## config.mk

```make
export PLATFORM = sky130hd
export DESIGN_NAME = frame_sched_ctrl
export DESIGN_NICKNAME = d
export VERILOG_FILES = /design/src/rtl/frame_sched_ctrl.sv
export SDC_FILE = /design/constraint.sdc
export NUM_CORES = 1
export LEC_CHECK = 0
export CORE_ASPECT_RATIO = 1.25
export CORE_MARGIN = 2
export CORE_UTILIZATION = 25
export DETAILED_ROUTE_END_ITERATION = 8
export PLACE_DENSITY = 0.57
export SETUP_SLACK_MARGIN = 0.05
export SYNTH_ARGS = -nofsm -noshare
export SYNTH_HDL_FRONTEND = slang
export SYNTH_SLANG_ARGS = --single-unit
```

## constraint.sdc

```tcl
create_clock -name clk_in -period 2.2 [get_ports clk_in]
set_clock_uncertainty 0.05 [all_clocks]
set_input_delay 0.66 -clock clk_in [delete_from_list [all_inputs] [get_ports clk_in]]
set_output_delay 0.66 -clock clk_in [all_outputs]
set_load 0.01 [all_outputs]
```

## src/rtl/frame_sched_ctrl.sv

```systemverilog
// Ping-pong frame buffer write sequencer and frame encoder launcher.
// Optional stall counter is enabled by defining FRAME_SCHED_STALL_CNT_EN.
module frame_sched_ctrl #(
  parameter int SAMPLE_W  = 16,
  parameter int FRAME_LEN = 256,
  parameter int ADDR_W    = 8
) (
  input  logic                clk_in,
  input  logic                rst,
  input  logic                enable,
  input  logic                s_valid,
  input  logic [SAMPLE_W-1:0] s_data,
  output logic                s_ready,
  output logic                buf_we,
  output logic [ADDR_W:0]     buf_waddr,
  output logic [SAMPLE_W-1:0] buf_wdata,
  output logic                enc_start,
  output logic                enc_bank,
  input  logic                enc_done,
  output logic                busy,
  output logic [1:0]          bank_full,
  output logic [15:0]         frame_cnt,
  output logic [15:0]         stall_cnt
);

  typedef enum logic {E_IDLE, E_RUN} enc_state_t;

  enc_state_t        state_reg;
  logic              wr_bank_reg;
  logic [ADDR_W-1:0] wr_ptr_reg;
  logic              rd_bank_reg;
  logic [1:0]        bank_full_reg;
  logic              enc_start_reg;
  logic              enc_bank_reg;
  logic              busy_reg;
  logic [15:0]       frame_cnt_reg;

  logic              accept;
  logic              frame_done;
  logic              enc_finish;
  logic [1:0]        set_mask;
  logic [1:0]        clr_mask;
  logic [1:0]        bank_full_next;

  assign s_ready    = enable & ~rst & ~bank_full_reg[wr_bank_reg];
  assign accept     = s_valid & s_ready;
  assign frame_done = accept && (wr_ptr_reg == ADDR_W'(FRAME_LEN - 1));
  assign enc_finish = (state_reg == E_RUN) && enc_done;

  assign buf_we    = accept;
  assign buf_waddr = {wr_bank_reg, wr_ptr_reg};
  assign buf_wdata = s_data;

  // A bank being filled is never the bank being encoded, so set and clear never collide.
  genvar gi;
  generate
    for (gi = 0; gi < 2; gi++) begin : g_bank
      assign set_mask[gi] = frame_done && (int'(wr_bank_reg) == gi);
      assign clr_mask[gi] = enc_finish && (int'(rd_bank_reg) == gi);
    end
  endgenerate

  assign bank_full_next = (bank_full_reg & ~clr_mask) | set_mask;

  always_ff @(posedge clk_in) begin
    if (rst) begin
      state_reg     <= E_IDLE;
      wr_bank_reg   <= 1'b0;
      wr_ptr_reg    <= '0;
      rd_bank_reg   <= 1'b0;
      bank_full_reg <= 2'b00;
      enc_start_reg <= 1'b0;
      enc_bank_reg  <= 1'b0;
      busy_reg      <= 1'b0;
      frame_cnt_reg <= 16'd0;
    end else begin
      bank_full_reg <= bank_full_next;
      enc_start_reg <= 1'b0;

      if (accept) begin
        if (frame_done) begin
          wr_ptr_reg  <= '0;
          wr_bank_reg <= ~wr_bank_reg;
        end else begin
          wr_ptr_reg  <= wr_ptr_reg + 1'b1;
        end
      end

      case (state_reg)
        E_IDLE: begin
          // Launch only on the registered flag, giving one cycle of latency.
          if (bank_full_reg[rd_bank_reg]) begin
            enc_start_reg <= 1'b1;
            enc_bank_reg  <= rd_bank_reg;
            busy_reg      <= 1'b1;
            state_reg     <= E_RUN;
          end
        end
        E_RUN: begin
          if (enc_done) begin
            rd_bank_reg   <= ~rd_bank_reg;
            frame_cnt_reg <= frame_cnt_reg + 16'd1;
            busy_reg      <= 1'b0;
            state_reg     <= E_IDLE;
          end
        end
        default: state_reg <= E_IDLE;
      endcase
    end
  end

  assign enc_start = enc_start_reg;
  assign enc_bank  = enc_bank_reg;
  assign busy      = busy_reg;
  assign bank_full = bank_full_reg;
  assign frame_cnt = frame_cnt_reg;

`ifdef FRAME_SCHED_STALL_CNT_EN
  logic [15:0] stall_cnt_reg;

  always_ff @(posedge clk_in) begin
    if (rst) begin
      stall_cnt_reg <= 16'd0;
    end else if (s_valid && !s_ready && (stall_cnt_reg != 16'hFFFF)) begin
      stall_cnt_reg <= stall_cnt_reg + 16'd1;
    end
  end

  assign stall_cnt = stall_cnt_reg;
`else
  assign stall_cnt = 16'd0;
`endif

endmodule

```

==> results of run 1 <==
layer usage:
| layer | routed length [µm] | up-vias | part of all wire [%] | track usage, % |
|---|---|---|---|---|
| met5 | 0 | - | 0 | 0 |
| met4 | 72 | 0 | 2.0 | 6.25 |
| met1 | 1470 | 649 | 42 | 11.4 |
| met3 | 235 | 7 | 6.7 | 3.00 |
| li1 | - | 693 | - | - |
| met2 | 1740 | 51 | 50 | 16.4 |
path summary, 6_finish.rpt:
check | start | end | slack, ns | depth (start not counted)
worst max-delay path | rst | buf_we | 0.14 | 5
worst min-delay path | busy | busy | 0.43 | 2
worst max register to register | wr_bank_reg | wr_bank_reg | 0.31 | 6
worst min register to register | busy | busy | 0.43 | 2
final cells by class:
type | count | area (µm²) | share of cell area [%]
tap | 87 | 109 | 5.05
clock inverter | 2 | 10.0 | 0.465
inverter | 5 | 18.8 | 0.871
sequential | 32 | 641 | 29.7
timing repair buffer | 52 | 473 | 22.0
clock buffer | 6 | 82.6 | 3.83
multi-input combinational | 133 | 821 | 38.1
what timing repair did:
| action | in CTS | in global routing |
|---|---|---|
| setup buffers | 1 | 0 |
| pin swaps | 2 | 1 |
| gates resized for setup | 14 | 1 |
| endpoints found under the setup margin | 4 | 1 |
report_power, final:
group / total, µW / internal [µW] / switching, µW / leakage, µW
Clock: 471 / 250 / 221 / 0.0000510
Combinational: 53.2 / 19.7 / 33.5 / 0.000479
Sequential: 582 / 580 / 1.89 / 0.000258
kinds of logic (layout without fill, tap and decap cells):
logic type / Yosys count / in the layout / synth area share (%)
xor gates and xnor gates: 18 / 18 / 9.35
adders and majority gates: 2 / 2 / 1.48
buffers and inverters: 43 / 65 / 16.9
AOI/OAI and AO/OA: 19 / 19 / 6.61
other: 1 / 16 / 0.223
DFF: 32 / 32 / 38.0
muxes: 3 / 3 / 1.86
and+or+nand+nor: 75 / 75 / 25.5
worst max-delay path: cells and delay by family:
kind                   cells  cell delay, ns
buffers and inverters      3            0.41
AND/OR/NAND/NOR            2            0.27
cell usage after synthesis, types with 5 or more instances:
cell type,n,area (µm²)
nand2_1,12,45.0
dfxtp_1,32,641
nor2_1,16,60.1
inv_1,5,18.8
clkbuf_1,5,18.8
a21oi_1,7,35.0
o21ai_0,6,30.0
nand4_1,7,43.8
nand3_1,8,40.0
xnor2_1,9,78.8
xor2_1,9,78.8
nor4_1,5,31.3
buf_4,33,248
nor3_1,7,35.0
through the flow:
stage	cells	setup WS [ns]
2_1_floorplan	208	0.141
3_3_place_gp	308	-0.552
3_5_place_dp	308	-0.564
4_1_cts	317	0.0599
5_1_grt	317	0.0735
6_report	317	0.141
==> impl_metrics.yaml, run 1 <==
placed_design:
  io_buffers: 36
  dpl_cell_area_um2: 2060
  globalplace.congestion: 0.823
  place.detailed.hpwl_mm: 2.67
critical_path:
  cp-end-kind: "primary output"
  slowest_delay_ns: 0.19
  crit_slowest_cell: "clkdlybuf4s15_1"
  critPathLaunchType: "primary input"
  cp_max_fo: 3
  arrival_ns: 1.35
  crit_chain: "clkdlybuf4s15_1 -> nand3b_1 -> nor2_1 -> buf_4 -> buf_6"
  required_ns: 1.49
  critical_path_class: "primary input to primary output"
pwr:
  power_density_nw_per_um2: 513
  fin_total_pwr_uw: 1110
  vdd_drop_max_v: 0.000167
  p_leak_uw: 0.000788
routing:
  drt-vias-per-instance: 4.42
  wl_per_cell_um: 11.1
  wl_mm: 3.52
  ant_nets: 0
  drt-initial-drc-count: 38
  drc: 0
  first_pass_iters: 4
  vias: 1400
cts:
  cts_sinks: 32
  clk_latency_ns: 0.28
  cts_tree: "done"
  cts-htree-levels: 2
  postCtsHoldBufs: 0
  cts_buffers: 5
  cts_root_buffer: "clkbuf_8"
  path_clk_slew_ns: 0.07
  clockBufferDepth: 2
synth:
  yosysWarnings: 0
  syn_avg_cell_area_um2: 8.73
  synth_edf_count: 0
  async_reset_ff_share_pct: 0
  ys.flop_type: "dfxtp_1"
  syn-cell-area_um2: 1690
  synth_cells: 193
  synth-seq-area-share_pct: 38.0
  ys_ff_latch: 32
  synth_cell_type_count: 34
cells_and_area:
  drive_gt1_share_pct: 13.9
  final_common_cell: "dfxtp_1"
  nNetsFinal: 252
  largest_register_ffs: 16
  utilization_pct: 32.8
  nFillCells: 697
  syn_to_final_growth_pct: 27.8
  most-common-layout-cells: "32 x dfxtp_1, 30 x clkdlybuf4s50_1, 16 x nor2_1, 16 x conb_1, 16 x buf_4"
  design_area_um2: 2150
  antennaDiodeCount: 0
die:
  core-area_um2: 6570
  die_height_um: 95.8
  dieArea_um2: 7420
  die_w_um: 77.4
  rows: 33
  floorplan.initialDensity_pct: 25.7
  pin_count: 85
sta:
  setup_viol: 0
  finalHoldViolCount: 0
  fin_tns_setup_ns: 0
  fin_hold_ws_ns: 0.428
  post-route-min-period_ns: 2.06
  rsz0062_at_grt: "false"
  finalCritPeriodShare_pct: 93.6
  report.final.slew_viol_count: 0
  max_freq_mhz: 486
status:
  status: "finished, final reports clean"
global_route:
  grt_max_degree: 19
  track_usage_pct: 9.98
  overflow: 0
  grt_pass1_wl_mm: 5.87
  antenna_found_initial: 0
  grt_pass1_vias: 1278
run:
  maxCapViolCount: 0
worst_hold_path:
  hold_class: "flip-flop to flip-flop"
(Power assumes the default switching activity.)
==> run 2, diff against run 1 <==
--- a/config.mk
+++ b/config.mk
@@ -7,9 +7,9 @@
 export LEC_CHECK = 0
 export CORE_ASPECT_RATIO = 1.25
 export CORE_MARGIN = 2
-export CORE_UTILIZATION = 25
+export CORE_UTILIZATION = 40
 export DETAILED_ROUTE_END_ITERATION = 8
-export PLACE_DENSITY = 0.57
+export PLACE_DENSITY = 0.83
 export SETUP_SLACK_MARGIN = 0.05
 export SYNTH_ARGS = -nofsm -noshare
 export SYNTH_HDL_FRONTEND = slang
==> run 2 against run 1 <==
  * Utilization is 19 points higher
  * Via count is 0.50% higher
  * Setup slack worse by 0.036 ns
  * Hold slack hardly changed
  * Critical path type unchanged
  * Highest routed layer unchanged
==> impl_metrics.yaml, run 2 (synthesized netlist as in run 1, its figures left out) <==
status:
  status: "finished, final reports clean"
cts:
  cts_buffers: 5
  cts_sinks: 32
  path_clk_slew_ns: 0.06
  clockBufferDepth: 2
  postCtsHoldBufs: 0
  clk_latency_ns: 0.28
  cts_tree: "done"
  cts_root_buffer: "clkbuf_8"
  cts-htree-levels: 2
critical_path:
  cpLargestDelayFamily: "buffers and inverters"
  critPathLaunchType: "primary input"
  slowest_delay_ns: 0.25
  r2r_cells: 5
  rr_endpoint: "wr_bank_reg"
  startpoint: "rst"
  r2r-start: "wr_bank_reg"
  reg2reg_slack_ns: 0.27
  path_buf_inv: 2
  critical_path_class: "primary input to primary output"
  cp_max_fo: 3
  required_ns: 1.49
  crit_chain: "dlygate4sd2_1 -> nand3b_1 -> nor2_2 -> buf_2"
  cp-end-kind: "primary output"
  crit_slowest_cell: "dlygate4sd2_1"
  arrival_ns: 1.38
cells_and_area:
  nNetsFinal: 252
  final_common_cell: "dfxtp_1"
  syn_to_final_growth_pct: 25.0
  largest_register_ffs: 16
  drive_gt1_share_pct: 13.0
  most-common-layout-cells: "32 x dfxtp_1, 30 x clkdlybuf4s50_1, 16 x conb_1, 16 x buf_4, 15 x nor2_1"
  nFillCells: 385
  antennaDiodeCount: 0
sta:
  post-route-min-period_ns: 2.09
  rsz0062_at_grt: "false"
  fin_hold_ws_ns: 0.428
  setup_viol: 0
  max_freq_mhz: 477
  finalCritPeriodShare_pct: 95.2
  finalHoldViolCount: 0
  report.final.slew_viol_count: 0
global_route:
  grt_pass1_vias: 1372
  track_usage_pct: 15.9
  antenna_found_initial: 0
  grt_max_degree: 19
  grt_pass1_wl_mm: 5.88
  overflow: 0
routing:
  wl_mm: 3.42
  drc: 0
  ant_nets: 0
  first_pass_iters: 4
  vias: 1407
  drt-initial-drc-count: 75
  drt-vias-per-instance: 4.92
  wl_per_cell_um: 12.0
die:
  die_w_um: 62.1
  core-area_um2: 4070
  rows: 26
  dieArea_um2: 4750
  floorplan.initialDensity_pct: 41.4
  die_height_um: 76.6
  pin_count: 85
pwr:
  vdd_drop_max_v: 0.000313
  p_leak_uw: 0.000788
  power_density_nw_per_um2: 517
  fin_total_pwr_uw: 1090
placed_design:
  io_buffers: 36
  place.detailed.hpwl_mm: 2.54
  globalplace.congestion: 0.814
worst_hold_path:
  worstHoldStart: "busy"
  hold_end: "busy"
  hold_class: "flip-flop to flip-flop"
  min_path_cells: 2
run:
  maxCapViolCount: 0
==> run 2: timing repair <==
item | CTS | global route
setup endpoints to repair | 9 | 2
endpoints found under the hold margin | 0 | 0
setup buffers | 4 | 0
gates resized for setup | 11 | 2
pin swaps | 2 | 1
==> run 2: layout make-up <==
type	count	area, µm²	share of cell area (%)
multi-input combinational	133	818	38.8
sequential	32	641	30.4
timing repair buffer	52	469	22.3
clock buffer	8	90.1	4.28
tap	56	70.1	3.33
inverter	5	18.8	0.891
==> run 2: layer usage <==
layer	global-route usage [%]	share of wire (%)
met1	18.2	42
met2	25.4	51
met3	5.26	5.8
met4	8.09	1.0
met5	0	0
==> run 2: worst max path at each step <==
stage,to,slack (ns),cells past startpoint
final,buf_we,0.11,4
after global routing,buf_we,0.04,4
after CTS,frame_cnt[15],0.06,5
after detailed placement,buf_we,-0.53,4
after global placement,buf_we,-0.51,4
after floorplan,buf_we,0.14,3
==> run 2: where the power goes <==
| part | total, µW | leakage, µW | internal (µW) | switching [µW] |
|---|---|---|---|---|
| Combinational | 54.4 | 0.000485 | 21.3 | 33.1 |
| Sequential | 583 | 0.000258 | 581 | 2.12 |
| Clock | 452 | 0.0000455 | 255 | 197 |
| Total | 1090 | 0.000788 | 857 | 233 |
==> run 2: through the flow <==
| step | instances | util, % | area [µm²] | setup TNS [ns] | setup slack (ns) |
|---|---|---|---|---|---|
| after floorplan | 208 | - | 1740 | 0 | 0.141 |
| after global placement | 274 | 49.1 | 2000 | -2.93 | -0.514 |
| after detailed placement | 274 | 49.1 | 2000 | -3.62 | -0.532 |
| after CTS | 286 | 51.7 | 2100 | 0 | 0.0608 |
| after global routing | 286 | 51.8 | 2110 | 0 | 0.0425 |
| final | 286 | 51.8 | 2110 | 0 | 0.106 |
==> run 2: worst register-to-register path, cell delays in order, from the launching register on <==
cell and delay (ns):
dfxtp_1 0.33, mux2_2 0.37, buf_4 0.17, or3_4 0.39, nor3_4 0.35, mux2i_1 0.21
